**src/rtl/reset_req_pkg.sv**
```systemverilog
// Shared types for the CLK_50 reset-request initiator.
//
// Contents:
//   state_e      - handshake FSM states (IDLE, ASSERT, WAIT_HI, WAIT_LO, DONE)
//   cause_e      - request source code reported on CAUSE_OUT
//   pick_cause() - fixed-priority arbitration between simultaneous triggers
package reset_req_pkg;

    typedef enum logic [2:0] {
        IDLE    = 3'd0,
        ASSERT  = 3'd1,
        WAIT_HI = 3'd2,
        WAIT_LO = 3'd3,
        DONE    = 3'd4
    } state_e;

    typedef enum logic [1:0] {
        CAUSE_NONE = 2'd0,
        CAUSE_SW   = 2'd1,
        CAUSE_WDT  = 2'd2,
        CAUSE_LOCK = 2'd3
    } cause_e;

    // Software beats watchdog beats lock loss. Only called when at least one
    // trigger is active, so the fall-through result is the lock-loss code.
    function automatic cause_e pick_cause(input logic sw, input logic wdt);
        if (sw) begin
            return CAUSE_SW;
        end else if (wdt) begin
            return CAUSE_WDT;
        end else begin
            return CAUSE_LOCK;
        end
    endfunction

endpackage

```
**src/rtl/reset_req_wdt.sv**
```systemverilog
// Watchdog down-counter for the reset-request initiator.
//
// Ports:
//   clk     - always-on CLK_50 clock
//   rst     - synchronous active-high power-on reset
//   active  - high while the initiator FSM is idle; the counter only runs then
//   enable  - watchdog enable level; low holds the counter at its reload value
//   kick    - single-cycle reload request, honoured only while active
//   reload  - unconditional reload from the FSM (exit from DONE)
//   expire  - combinational: counter at zero, enabled, active and not kicked
module reset_req_wdt #(
    parameter int unsigned WDT_CYCLES = 50000000
) (
    input  logic clk,
    input  logic rst,
    input  logic active,
    input  logic enable,
    input  logic kick,
    input  logic reload,
    output logic expire
);

    localparam int unsigned W = $clog2(WDT_CYCLES);
    localparam logic [W-1:0] LOAD = W'(WDT_CYCLES - 1);

    logic [W-1:0] cnt;

    // A kick arriving in the same cycle the count reaches zero wins.
    assign expire = active && enable && !kick && (cnt == '0);

    // Outside IDLE the count freezes; a watchdog that expired stays at zero
    // until the FSM reloads it on its way out of DONE.
    always_ff @(posedge clk) begin
        if (rst) begin
            cnt <= LOAD;
        end else if (reload || !enable || (active && kick)) begin
            cnt <= LOAD;
        end else if (active && (cnt != '0)) begin
            cnt <= cnt - 1'b1;
        end
    end

endmodule

```
**src/rtl/reset_req_ctrl.sv**
```systemverilog
// Initiator side of the CLK_50 reset chain. Decides when the clock/reset
// generator must be re-run, drives a stretched request into its async reset
// input and follows the handshake back to completion.
//
// Handshake with the generator: RESET_REQ_OUT is held high for REQ_CYCLES
// cycles; the generator acknowledges by raising RESET_50_IN, and completion
// is RESET_50_IN low together with the synchronised PLL lock in one cycle.
// Each of the two waits is bounded by ACK_TIMEOUT cycles; expiry sets the
// sticky FAIL_OUT and abandons the request without a DONE_OUT pulse.
//
// Ports:
//   CLK_50          - 50 MHz always-on clock
//   RESET_IN        - synchronous active-high power-on reset
//   SW_REQ_IN       - single-cycle software reset request
//   WDT_EN_IN       - watchdog enable level
//   WDT_KICK_IN     - single-cycle watchdog reload
//   LOCKED_ASYNC_IN - raw PLL lock, synchronised here
//   RESET_50_IN     - generator's CLK_50-domain reset output
//   RESET_REQ_OUT   - request into the generator's async reset input
//   BUSY_OUT        - high whenever the FSM is not IDLE
//   CAUSE_OUT       - source of the most recent request (cause_e encoding)
//   DONE_OUT        - one-cycle pulse on successful completion
//   FAIL_OUT        - sticky handshake-timeout flag
//   fsm_state       - current FSM state, for observation
module reset_req_ctrl
    import reset_req_pkg::*;
#(
    parameter int unsigned REQ_CYCLES       = 8,
    parameter int unsigned WDT_CYCLES       = 50000000,
    parameter int unsigned LOCK_LOSS_CYCLES = 64,
    parameter int unsigned ACK_TIMEOUT      = 4096
) (
    input  logic       CLK_50,
    input  logic       RESET_IN,
    input  logic       SW_REQ_IN,
    input  logic       WDT_EN_IN,
    input  logic       WDT_KICK_IN,
    input  logic       LOCKED_ASYNC_IN,
    input  logic       RESET_50_IN,
    output logic       RESET_REQ_OUT,
    output logic       BUSY_OUT,
    output logic [1:0] CAUSE_OUT,
    output logic       DONE_OUT,
    output logic       FAIL_OUT,
    output state_e     fsm_state
);

    localparam int unsigned RW = $clog2(REQ_CYCLES);
    localparam int unsigned LW = $clog2(LOCK_LOSS_CYCLES);
    localparam int unsigned TW = $clog2(ACK_TIMEOUT);

    localparam logic [RW-1:0] REQ_LAST  = RW'(REQ_CYCLES - 1);
    localparam logic [LW-1:0] LOCK_LAST = LW'(LOCK_LOSS_CYCLES - 1);
    localparam logic [TW-1:0] TMO_LAST  = TW'(ACK_TIMEOUT - 1);

    state_e        state_q;
    state_e        state_d;
    cause_e        cause_q;
    logic          fail_q;
    logic [RW-1:0] req_cnt;
    logic [LW-1:0] lock_cnt;
    logic [TW-1:0] tmo_cnt;
    logic          locked_m;
    logic          locked_s;

    logic idle;
    logic sw_trip;
    logic wdt_trip;
    logic lock_trip;
    logic any_trip;
    logic load_tmo;
    logic fail_set;
    logic wdt_reload;

    // Two-flop synchroniser for the raw PLL lock (2-cycle latency).
    always_ff @(posedge CLK_50) begin
        if (RESET_IN) begin
            locked_m <= 1'b0;
            locked_s <= 1'b0;
        end else begin
            locked_m <= LOCKED_ASYNC_IN;
            locked_s <= locked_m;
        end
    end

    reset_req_wdt #(
        .WDT_CYCLES(WDT_CYCLES)
    ) u_wdt (
        .clk   (CLK_50),
        .rst   (RESET_IN),
        .active(idle),
        .enable(WDT_EN_IN),
        .kick  (WDT_KICK_IN),
        .reload(wdt_reload),
        .expire(wdt_trip)
    );

    assign idle      = (state_q == IDLE);
    assign sw_trip   = idle && SW_REQ_IN;
    assign lock_trip = idle && !locked_s && (lock_cnt == LOCK_LAST);
    assign any_trip  = sw_trip || wdt_trip || lock_trip;

    always_ff @(posedge CLK_50) begin
        if (RESET_IN) begin
            state_q <= IDLE;
        end else begin
            state_q <= state_d;
        end
    end

    always_comb begin
        state_d    = state_q;
        load_tmo   = 1'b0;
        fail_set   = 1'b0;
        wdt_reload = 1'b0;
        case (state_q)
            IDLE: begin
                if (any_trip) begin
                    state_d = ASSERT;
                end
            end
            ASSERT: begin
                if (req_cnt == '0) begin
                    state_d  = WAIT_HI;
                    load_tmo = 1'b1;
                end
            end
            WAIT_HI: begin
                // An acknowledge in the final timeout cycle still counts.
                if (RESET_50_IN) begin
                    state_d  = WAIT_LO;
                    load_tmo = 1'b1;
                end else if (tmo_cnt == '0) begin
                    state_d  = IDLE;
                    fail_set = 1'b1;
                end
            end
            WAIT_LO: begin
                if (!RESET_50_IN && locked_s) begin
                    state_d = DONE;
                end else if (tmo_cnt == '0) begin
                    state_d  = IDLE;
                    fail_set = 1'b1;
                end
            end
            DONE: begin
                state_d    = IDLE;
                wdt_reload = 1'b1;
            end
            default: begin
                state_d = IDLE;
            end
        endcase
    end

    // Request stretch counter: loaded on the trigger, counts down in ASSERT.
    always_ff @(posedge CLK_50) begin
        if (RESET_IN) begin
            req_cnt <= '0;
        end else if (any_trip) begin
            req_cnt <= REQ_LAST;
        end else if ((state_q == ASSERT) && (req_cnt != '0)) begin
            req_cnt <= req_cnt - 1'b1;
        end
    end

    // Handshake timeout: reloaded on entry to each wait state.
    always_ff @(posedge CLK_50) begin
        if (RESET_IN) begin
            tmo_cnt <= '0;
        end else if (load_tmo) begin
            tmo_cnt <= TMO_LAST;
        end else if (((state_q == WAIT_HI) || (state_q == WAIT_LO)) && (tmo_cnt != '0)) begin
            tmo_cnt <= tmo_cnt - 1'b1;
        end
    end

    // Lock-loss up-counter: only meaningful in IDLE, saturates at the trip value.
    always_ff @(posedge CLK_50) begin
        if (RESET_IN || !idle || locked_s) begin
            lock_cnt <= '0;
        end else if (lock_cnt != LOCK_LAST) begin
            lock_cnt <= lock_cnt + 1'b1;
        end
    end

    always_ff @(posedge CLK_50) begin
        if (RESET_IN) begin
            cause_q <= CAUSE_NONE;
        end else if (any_trip) begin
            cause_q <= pick_cause(sw_trip, wdt_trip);
        end
    end

    always_ff @(posedge CLK_50) begin
        if (RESET_IN) begin
            fail_q <= 1'b0;
        end else if (fail_set) begin
            fail_q <= 1'b1;
        end
    end

    // The request is gated by RESET_IN so it drops in the same cycle a
    // power-on reset arrives rather than one cycle later.
    assign RESET_REQ_OUT = (state_q == ASSERT) && !RESET_IN;
    assign BUSY_OUT      = !idle;
    assign CAUSE_OUT     = cause_q;
    assign DONE_OUT      = (state_q == DONE);
    assign FAIL_OUT      = fail_q;
    assign fsm_state     = state_q;

endmodule

```
**config.mk**
```make
export PLATFORM = sky130hd
export DESIGN_NAME = reset_req_ctrl
export DESIGN_NICKNAME = d
export VERILOG_FILES = /design/src/rtl/reset_req_pkg.sv /design/src/rtl/reset_req_wdt.sv /design/src/rtl/reset_req_ctrl.sv
export SDC_FILE = /design/constraint.sdc
export NUM_CORES = 1
export LEC_CHECK = 0
export CORE_UTILIZATION = 42
export CTS_BUF_LIST = sky130_fd_sc_hd__clkbuf_2 sky130_fd_sc_hd__clkbuf_4 sky130_fd_sc_hd__clkbuf_8
export DETAILED_ROUTE_END_ITERATION = 8
export SETUP_SLACK_MARGIN = 0.05
export SLEW_MARGIN = 30
export SYNTH_ARGS = -nofsm -noshare
export SYNTH_HDL_FRONTEND = slang
export SYNTH_SLANG_ARGS = --single-unit
```
**constraint.sdc**
```tcl
create_clock -name CLK_50 -period 2.45 [get_ports CLK_50]
set_input_delay 0.6125 -clock CLK_50 [delete_from_list [all_inputs] [get_ports CLK_50]]
set_output_delay 0.6125 -clock CLK_50 [all_outputs]
set_load 0.005 [all_outputs]
```
==> results of run 1 <==
[registers in the layout, summed over array words and instances, names as in the netlist]
| signal | count |
|---|---|
| u_wdt.cnt | 26 |
| tmo_cnt | 12 |
| lock_cnt | 6 |
| fsm_state | 3 |
| req_cnt | 3 |
| CAUSE_OUT | 2 |
| FAIL_OUT | 1 |
| locked_m | 1 |
| locked_s | 1 |
[routing by layer]
layer	wire, um	up-vias	global-route usage
met5	0	-	0
met4	84	0	0.06113
met3	144	8	0.03479
met2	2727	22	0.3033
met1	2916	1150	0.2274
li1	-	1245	-
[worst max path at each step]
stage                 start            end  slack [ns]  cells past startpoint
2_1_floorplan  u_wdt.cnt[0]   u_wdt.cnt[6]        0.07                      9
3_3_place_gp       RESET_IN  RESET_REQ_OUT       0.004                      4
3_5_place_dp       RESET_IN  RESET_REQ_OUT       -0.03                      4
4_1_cts        u_wdt.cnt[0]  u_wdt.cnt[22]        0.12                      8
5_1_grt        u_wdt.cnt[0]   CAUSE_OUT[1]        0.06                      7
6_report       u_wdt.cnt[0]  u_wdt.cnt[16]        0.15                      8
[power by group through the flow]
| stage | sequential (uW) | combinational, uW | clock (uW) |
|---|---|---|---|
| 6_report | 1170 | 1100 | 605 |
| 3_3_place_gp | 1190 | 1080 | 0 |
| 4_1_cts | 1170 | 1100 | 623 |
| 5_1_grt | 1200 | 1240 | 652 |
| 3_5_place_dp | 1190 | 1090 | 0 |
| 2_1_floorplan | 1170 | 794 | 0 |
[cell type report]
type / instances / area (um2)
Tap cell: 77 / 96.34
Clock inverter: 2 / 37.54
Sequential cell: 55 / 1104
Fill cell: 608 / 3120
Timing Repair Buffer: 36 / 306.5
Clock buffer: 5 / 68.82
Inverter: 13 / 48.80
Multi-Input combinational cell: 246 / 1568
[Yosys cell counts, drive strengths merged, types with 6 or more instances]
master	number	area [um2]
nand3	10	50.05
xnor2	16	140.1
nor3	18	90.09
o21ai	10	61.31
a31oi	6	37.54
nor2	32	120.1
nand2	25	93.84
nor4	13	87.58
dfxtp	55	1101
inv	13	48.80
xor2	9	78.83
nor2b	6	37.54
or4	8	60.06
clkbuf	16	60.06
or3	18	112.6
a21oi	19	95.09
[kinds of logic (layout without fill, tap and decap cells)]
| kind of cell | Yosys count | in the layout | share of synthesized area |
|---|---|---|---|
| fa+ha+maj | 5 | 5 | 0.02270 |
| compound gates | 59 | 59 | 0.1416 |
| xor+xnor | 25 | 25 | 0.07944 |
| flops | 55 | 55 | 0.3995 |
| buf+inv | 33 | 56 | 0.04676 |
| mux | 1 | 1 | 0.003632 |
| simple gates | 156 | 156 | 0.3064 |
[through the flow]
step | setup TNS, ns | area (um2)
after floorplan | 0 | 2791
final | 0 | 3229
after global routing | 0 | 3229
after CTS | 0 | 3208
after global placement | 0 | 3103
after detailed placement | -0.02882 | 3103
[layout by cell type (no fill, tap or decap), types with 10 or more instances in the layout]
cell type and instances:
sky130_fd_sc_hd__nor2_1 32, sky130_fd_sc_hd__nand3_1 10, sky130_fd_sc_hd__dfxtp_1 53, sky130_fd_sc_hd__nor3_1 18, sky130_fd_sc_hd__a21oi_1 19, sky130_fd_sc_hd__buf_4 21
sky130_fd_sc_hd__or3_1 18, sky130_fd_sc_hd__nand2_1 25, sky130_fd_sc_hd__inv_1 11, sky130_fd_sc_hd__xnor2_1 16, sky130_fd_sc_hd__nor4_1 10, sky130_fd_sc_hd__clkdlybuf4s50_1 14
[what timing repair did]
item,in CTS,in global routing
setup endpoints to repair,1,5
gates resized for setup,1,4
pin swaps,0,1
buffers inserted,0,0
==> metrics, run 1 <==
run status=completed; number of buffers and inverters on the critical path=2; clock tree from TritonCTS=yes; Reg clk slew, reported paths=0.10 ns; starting utilization of the core area=0.4341; Placed Instances=427; chip width=83.01 um; nets in the synthesized netlist=346; I/O pins=16; ys flop type=sky130_fd_sc_hd__dfxtp_1; area inside the core boundary=0.006350 mm2; worst hold stages=1; Final Power=2876 uW; antenna diode instance count=0; Internal=1845 uW; category of the most critical setup path=flip-flop to flip-flop; maximum vdd drop=0.5164 mV; reg-to-reg critical path endpoint=u_wdt.cnt[16]; count of max-cap constraint violations=0; wire length after detailed routing=5.873 mm; Max-Slew Margin vs Limit=0.5688; area overhead of the layout relative to synthesis=17.16%; data required time at the worst endpoint=2.66 ns; placement row count=29; CTS sink count=55; Comb power frac=0.382; transition time at the pin with the least slew margin=0.6430 ns; mean routed wirelength per cell=13.53 um; number of nets in the final layout=369; leakage component of the power=0.001088 uW; number of global-route vias before repair=2,263; fraction of the cycle the final worst path needs=0.9393; pre-CTS setup slack=-0.02882 ns; Clock Root Buffer=sky130_fd_sc_hd__clkbuf_8; HPWL reported at the end of detailed placement=4.172 mm; per-instance average area after synthesis=8.253 um2; Final Hold Fails=0; number of pins with negative max-slew slack in the final report=0; Bufs on Longest Clock Path=2; share of cells above drive strength 1=0.1232; total CTS buffers=5; number of enable flip-flop cells after synthesis=0; drt initial violations=101; count of vias placed by the detailed router=2,425; worst-case setup margin in the final layout=0.1487 ns; stage delay of the slowest cell on the critical path=0.50 ns; Yosys warning total=0; origin of the worst min-delay path=locked_m; Top delay family on crit path=simple AND/OR/NAND/NOR gates; highest achievable clock rate=434.5 MHz; PD cells=890.5 mW/mm2; largest fanout on the critical path=6; master of the slowest instance on the critical path=sky130_fd_sc_hd__or4b_4; Clock Skews=0.01025 ns; share of synthesized area occupied by flip-flops and latches=0.3995; initial antenna violation count=0; final core utilization=0.5086; Worst EP arrival=2.51 ns; R2R setup slack=0.15 ns; Hold Buf Count CTS=0; Sw Pwr=1031 uW; r2r startpoint=u_wdt.cnt[0]; post-route insts no fill=434; Finish-stage setup viols=0; part of the total power dissipated in the clock network=0.210; Cell Area, Synth=0.002756 mm2; fraction of power spent switching nets=0.3584; Critical Path, Cell by Cell=inv_2 > ha_4 > or4b_4 > or3_1 > buf_4 > nor4b_1 > xnor2_1 > nor2_1; share of flip-flops with an asynchronous set or reset after synthesis=0; CP endpoint kind=flip-flop; global route overflow=0; shortest period the worst path allows=2.301 ns; overall global routing resource usage=0.1791; height of the die=83.01 um; Clk Latency, worst-skew pair=0.32 ns; library cells used by synthesis=46; R2R depth=8; type of origin of the critical path=flip-flop; CTS H-tree depth=2; worst min-delay path class=flip-flop to flip-flop; Residual DRC=0; final hold slack=0.4607 ns; part of the total power dissipated in sequential elements=0.408; first-pass GRT wire length=10.13 mm; unrepaired setup endpoints after global routing=no; number of standard cells after synthesis=334; sink of the worst hold path=locked_s; final weighted congestion of routability-driven global placement=0.7606; DR vias/cell=5.588; detailed-routing iteration count for the pre-antenna-repair pass=4; number of synthesized register bits=55; Die Footprint=0.006891 mm2; count of input and output buffers=15; remaining antenna violation count after routing=0; maximum number of pins on one net before global-route repair=25
Power figures use the tool's default switching activity.
==> run 2: changes to the inputs <==
--- a/config.mk
+++ b/config.mk
@@ -5,9 +5,12 @@
 export SDC_FILE = /design/constraint.sdc
 export NUM_CORES = 1
 export LEC_CHECK = 0
-export CORE_UTILIZATION = 42
+export CORE_UTILIZATION = 55
 export CTS_BUF_LIST = sky130_fd_sc_hd__clkbuf_2 sky130_fd_sc_hd__clkbuf_4 sky130_fd_sc_hd__clkbuf_8
+export CTS_CLUSTER_DIAMETER = 100
 export DETAILED_ROUTE_END_ITERATION = 8
+export PLACE_DENSITY = 0.77
+export REMOVE_ABC_BUFFERS = 1
 export SETUP_SLACK_MARGIN = 0.05
 export SLEW_MARGIN = 30
 export SYNTH_ARGS = -nofsm -noshare
==> metrics, run 2 (same netlist as run 1, synthesis figures left out) <==
run status=completed; CP endpoint kind=flip-flop; Die Footprint=0.005298 mm2; # Post-CTS Setup Buffers=0; area overhead of the layout relative to synthesis=17.52%; max reg flops=26; first-pass GRT wire length=9.673 mm; detailed-routing iteration count for the pre-antenna-repair pass=4; overall global routing resource usage=0.2349; Bufs on Longest Clock Path=2; Top delay family on crit path=simple AND/OR/NAND/NOR gates; area inside the core boundary=0.004786 mm2; Critical Path, Cell by Cell=inv_1 > ha_2 > or4b_4 > or3_4 > or3_1 > or3_1 > nand3_1; clock tree from TritonCTS=yes; number of nets in the final layout=367; HPWL reported at the end of detailed placement=4.164 mm; Reg clk slew, reported paths=0.09 ns; number of buffers and inverters on the critical path=1; number of pins with negative max-slew slack in the final report=0; data required time at the worst endpoint=2.71 ns; chip width=72.79 um; commonest cells after routing, fill and taps aside=sky130_fd_sc_hd__dfxtp_1, sky130_fd_sc_hd__nor2_1, sky130_fd_sc_hd__nand2_1; count of vias placed by the detailed router=2,402; count of max-cap constraint violations=0; initial antenna violation count=0; footprint of the multi-input gates=0.001584 mm2; largest fanout on the critical path=4; Clock Root Buffer=sky130_fd_sc_hd__clkbuf_8; register containing the most flip-flops in the final layout=u_wdt.cnt; worst min-delay path class=flip-flop to flip-flop; Clock Skews=0.007087 ns; leakage component of the power=0.001096 uW; height of the die=72.79 um; most frequent standard cell in the layout excluding fill and tap cells=sky130_fd_sc_hd__dfxtp_1; starting utilization of the core area=0.5759; stage delay of the slowest cell on the critical path=0.49 ns; Final Hold Fails=0; most used cell along the critical path=sky130_fd_sc_hd__or3_1; global route overflow=0; GRT met2 Usage=0.3894; met3 demand-to-capacity share in global routing=0.06077; filler cell count=399; worst-case setup margin in the final layout=0.1498 ns; count of input and output buffers=15; Clk Latency, worst-skew pair=0.31 ns; met1 GRT Util=0.3039; CTS sink count=55; final core utilization=0.6769; transition time at the pin with the least slew margin=0.4887 ns; PD cells=893.0 mW/mm2; Placed Instances=415; master of the slowest instance on the critical path=sky130_fd_sc_hd__or4b_4; unrepaired setup endpoints after global routing=yes; fraction of the cycle the final worst path needs=0.9389; final weighted congestion of routability-driven global placement=0.8913; wire length after detailed routing=5.769 mm; peak-usage layer in the global routing report=met2; Finish-stage setup viols=0; number of global-route vias before repair=2,151; Max-Slew Margin vs Limit=0.6742; placement row count=25; pre-CTS setup slack=-0.05517 ns; DR vias/cell=5.678; total CTS buffers=5; category of the most critical setup path=flip-flop to flip-flop; highest achievable clock rate=434.7 MHz; antenna diode instance count=0; largest registers ranked by flip-flop count=u_wdt.cnt x26, tmo_cnt x12, lock_cnt x6; share of cells above drive strength 1=0.1236; Residual DRC=0; post-route insts no fill=423; shortest period the worst path allows=2.300 ns; type of origin of the critical path=flip-flop; I/O pins=16; maximum vdd drop=0.4066 mV; mean routed wirelength per cell=13.64 um; maximum number of pins on one net before global-route repair=25; Sequential Area=0.001101 mm2; CTS H-tree depth=2; Worst EP arrival=2.56 ns; remaining antenna violation count after routing=0; drt initial violations=105
[run 2: cell count changes in the layout (fill, tap and decap cells not counted), moves of 2 or more]
cell	delta
sky130_fd_sc_hd__buf_4	-3
sky130_fd_sc_hd__dfxtp_1	+2
sky130_fd_sc_hd__dfxtp_2	-2
sky130_fd_sc_hd__inv_1	+2
sky130_fd_sc_hd__inv_2	-2
sky130_fd_sc_hd__nor4b_1	-2
sky130_fd_sc_hd__nor4b_2	+2
sky130_fd_sc_hd__or3_1	-3
sky130_fd_sc_hd__or3_4	+3
[run 2: final cells by class]
| cell class | count | share of cell area |
|---|---|---|
| multi-input cells | 246 | 0.4890 |
| flip-flops and latches | 55 | 0.3399 |
| repair buffers | 34 | 0.09386 |
| well taps | 67 | 0.02588 |
| clock buffers | 6 | 0.02549 |
| inverters | 13 | 0.01506 |
| clock inverters | 2 | 0.01081 |
[run 2: path summary, 6_finish.rpt]
path                      from  slack [ns]  cells past startpoint       endpoint
setup / recovery  u_wdt.cnt[0]        0.15                      7  u_wdt.cnt[12]
hold / removal        locked_m        0.46                      1       locked_s
setup reg to reg  u_wdt.cnt[0]        0.15                      7  u_wdt.cnt[12]
hold reg to reg       locked_m        0.46                      1       locked_s
[run 2: per-stage QoR]
step / hold slack [ns] / TNS, ns / power, uW / area [um2]
floorplan: 0.4138 / -1.027 / 1911 / 2676
global placement: 0.4495 / -0.04044 / 2234 / 3065
detailed placement: 0.4504 / -0.05517 / 2274 / 3065
CTS: 0.4615 / 0 / 2904 / 3191
global route: 0.4889 / 0 / 3107 / 3239
finish: 0.4560 / 0 / 2893 / 3239
[run 2: timing repair]
| item | CTS | global route |
|---|---|---|
| gates resized for setup | 3 | 10 |
| endpoints found under the setup margin | 10 | 16 |
| pin swaps | 0 | 2 |
| hold buffers | 0 | 0 |
[run 2: power by group]
group | total, uW | switching, uW | internal, uW
combinational | 1100 | 597 | 501
sequential | 1170 | 124 | 1050
clock | 624 | 293 | 331
[run 2: metal layers]
layer  wire length, um  vias up
met2              2785       35
li1                  -     1242
met1              2779     1120
met4                31        0
met3               173        5
met5                 0        -
==> run 3: changes to the inputs <==
--- a/config.mk
+++ b/config.mk
@@ -5,14 +5,15 @@
 export SDC_FILE = /design/constraint.sdc
 export NUM_CORES = 1
 export LEC_CHECK = 0
-export CORE_UTILIZATION = 55
+export CORE_UTILIZATION = 56
 export CTS_BUF_LIST = sky130_fd_sc_hd__clkbuf_2 sky130_fd_sc_hd__clkbuf_4 sky130_fd_sc_hd__clkbuf_8
 export CTS_CLUSTER_DIAMETER = 100
 export DETAILED_ROUTE_END_ITERATION = 8
-export PLACE_DENSITY = 0.77
+export PLACE_DENSITY = 0.78
 export REMOVE_ABC_BUFFERS = 1
 export SETUP_SLACK_MARGIN = 0.05
 export SLEW_MARGIN = 30
 export SYNTH_ARGS = -nofsm -noshare
 export SYNTH_HDL_FRONTEND = slang
+export SYNTH_HIERARCHICAL = 1
 export SYNTH_SLANG_ARGS = --single-unit
==> metrics, run 3 <==
max reg flops=26; count of vias placed by the detailed router=2,425; R2R depth=9; clock tree from TritonCTS=yes; share of synthesized area occupied by flip-flops and latches=0.3819; Clock Skews=0.004286 ns; PD cells=874.4 mW/mm2; fraction of the cycle the final worst path needs=0.9397; highest achievable clock rate=434.3 MHz; type of origin of the critical path=flip-flop; final core utilization=0.6717; maximum number of pins on one net before global-route repair=27; number of synthesized register bits=55; mean routed wirelength per cell=13.86 um; Cell Area, Synth=0.002883 mm2; master of the slowest instance on the critical path=sky130_fd_sc_hd__clkdlybuf4s50_1; CP endpoint kind=output pin; unrepaired setup endpoints after global routing=no; Bufs on Longest Clock Path=2; initial antenna violation count=0; Worst EP arrival=1.69 ns; worst-case setup margin in the final layout=0.1477 ns; category of the most critical setup path=flip-flop to output pin; Synth top cells by count=sky130_fd_sc_hd__dfxtp_1, sky130_fd_sc_hd__nor2_1, sky130_fd_sc_hd__nand2_1; detailed-routing iteration count for the pre-antenna-repair pass=4; area inside the core boundary=0.004848 mm2; Critical Path, Cell by Cell=nor3b_1 > clkdlybuf4s50_1; commonest cells after routing, fill and taps aside=sky130_fd_sc_hd__dfxtp_1, sky130_fd_sc_hd__nor2_1, sky130_fd_sc_hd__nand2_1; placement row count=25; library cells used by synthesis=56; share of flip-flops with an asynchronous set or reset after synthesis=0; CTS H-tree depth=2; remaining antenna violation count after routing=0; Clk Latency, worst-skew pair=0.31 ns; Clock Root Buffer=sky130_fd_sc_hd__clkbuf_8; data required time at the worst endpoint=1.84 ns; most frequent standard cell in the layout excluding fill and tap cells=sky130_fd_sc_hd__dfxtp_1; leakage component of the power=0.001070 uW; shortest period the worst path allows=2.302 ns; Sequential Area=0.001101 mm2; ys flop type=sky130_fd_sc_hd__dfxtp_1; first-pass GRT wire length=10.13 mm; height of the die=73.75 um; pre-CTS setup slack=-0.001419 ns; chip width=73.75 um; overall global routing resource usage=0.2392; number of standard cells after synthesis=330; stage delay of the slowest cell on the critical path=0.58 ns; I/O pins=16; largest registers ranked by flip-flop count=u_wdt/cnt x26, tmo_cnt x12, lock_cnt x6; count of max-cap constraint violations=0; worst hold stages=1; number of enable flip-flop cells after synthesis=0; Reg clk slew, reported paths=0.09 ns; # Post-CTS Setup Buffers=0; global route overflow=0; cell accounting for the most synthesized area=sky130_fd_sc_hd__dfxtp_1; antenna diode instance count=0; count of input and output buffers=15; Final Power=2848 uW; final weighted congestion of routability-driven global placement=0.8539; worst min-delay path class=flip-flop to flip-flop; R2R setup slack=0.25 ns; footprint of the multi-input gates=0.001658 mm2; Final Hold Fails=0; top-area cell type share of the netlist area=0.3819; number of pins with negative max-slew slack in the final report=0; HPWL reported at the end of detailed placement=4.175 mm; transition time at the pin with the least slew margin=0.5235 ns; Residual DRC=0; Yosys warning total=6; Die Footprint=0.005439 mm2; number of nets in the final layout=365; ranking of synthesized cells by area=sky130_fd_sc_hd__dfxtp_1, sky130_fd_sc_hd__xor2_1, sky130_fd_sc_hd__nor2_1; wire length after detailed routing=5.837 mm; total CTS buffers=5; number of global-route vias before repair=2,247; CTS sink count=55; largest fanout on the critical path=6; share of cells above drive strength 1=0.1186; drt initial violations=109; register containing the most flip-flops in the final layout=u_wdt/cnt; DR vias/cell=5.760; area overhead of the layout relative to synthesis=12.98%; per-instance average area after synthesis=8.736 um2; filler cell count=418; starting utilization of the core area=0.5946; run status=completed; Finish-stage setup viols=0; Max-Slew Margin vs Limit=0.6483; most frequent cell after synthesis=sky130_fd_sc_hd__dfxtp_1; maximum vdd drop=0.6486 mV
==> run 3: what timing repair did <==
action	4_1_cts	5_1_grt
hold buffers	0	0
resized for setup	1	1
endpoints found under the setup margin	1	1
==> run 3: path summary, 6_finish.rpt <==
path | start | to
worst max-delay path | fsm_state[2] | DONE_OUT
worst min register to register | locked_m | locked_s
worst max register to register | u_wdt/cnt[0] | CAUSE_OUT[1]
worst min-delay path | locked_m | locked_s
==> run 3: area by class of cell <==
type                            count  share of cell area
Timing Repair Buffer               29             0.07914
Inverter                           14             0.01614
Tap cell                           67             0.02574
Clock buffer                        7             0.02958
Multi-Input combinational cell    248              0.5090
Sequential cell                    55              0.3381
Clock inverter                      1            0.002305
==> run 3: cell families (layout without fill, tap and decap cells) <==
group,after synthesis,count (layout),share of synthesized area
mux,5,5,0.01780
xor+xnor,23,23,0.06988
simple gates,148,148,0.3021
compound gates,67,67,0.1619
flops,55,55,0.3819
buf+inv,27,51,0.04470
fa+ha+maj,5,5,0.02170
==> run 3: power by group <==
part / total, uW / internal (uW) / switching, uW
sequential: 1190 / 1040 / 151
combinational: 1110 / 523 / 586
clock: 547 / 258 / 289
total: 2850 / 1820 / 1030
==> run 3: stage by stage <==
step / setup TNS [ns] / area, um2 / hold slack (ns) / std cells
floorplan: -1.876 / 2806 / 0.4138 / 317
global placement: 0 / 3151 / 0.4296 / 413
detailed placement: -0.001419 / 3151 / 0.4400 / 413
CTS: 0 / 3253 / 0.4611 / 421
global route: 0 / 3257 / 0.4808 / 421
finish: 0 / 3257 / 0.4582 / 421
==> run 3: worst max-delay path, delay by kind of cell, from the launching register on <==
kind,cells,cell delay [ns]
buffers and inverters,1,0.58
and+or+nand+nor,1,0.37
DFF,1,0.44
==> run 3: layer usage <==
metal | routed length (um) | global-route usage | vias up
li1 | - | - | 1270
met1 | 2848 | 0.3190 | 1107
met2 | 2717 | 0.3884 | 38
met3 | 181 | 0.04115 | 10
met4 | 89 | 0.08333 | 0
met5 | 0 | 0 | -
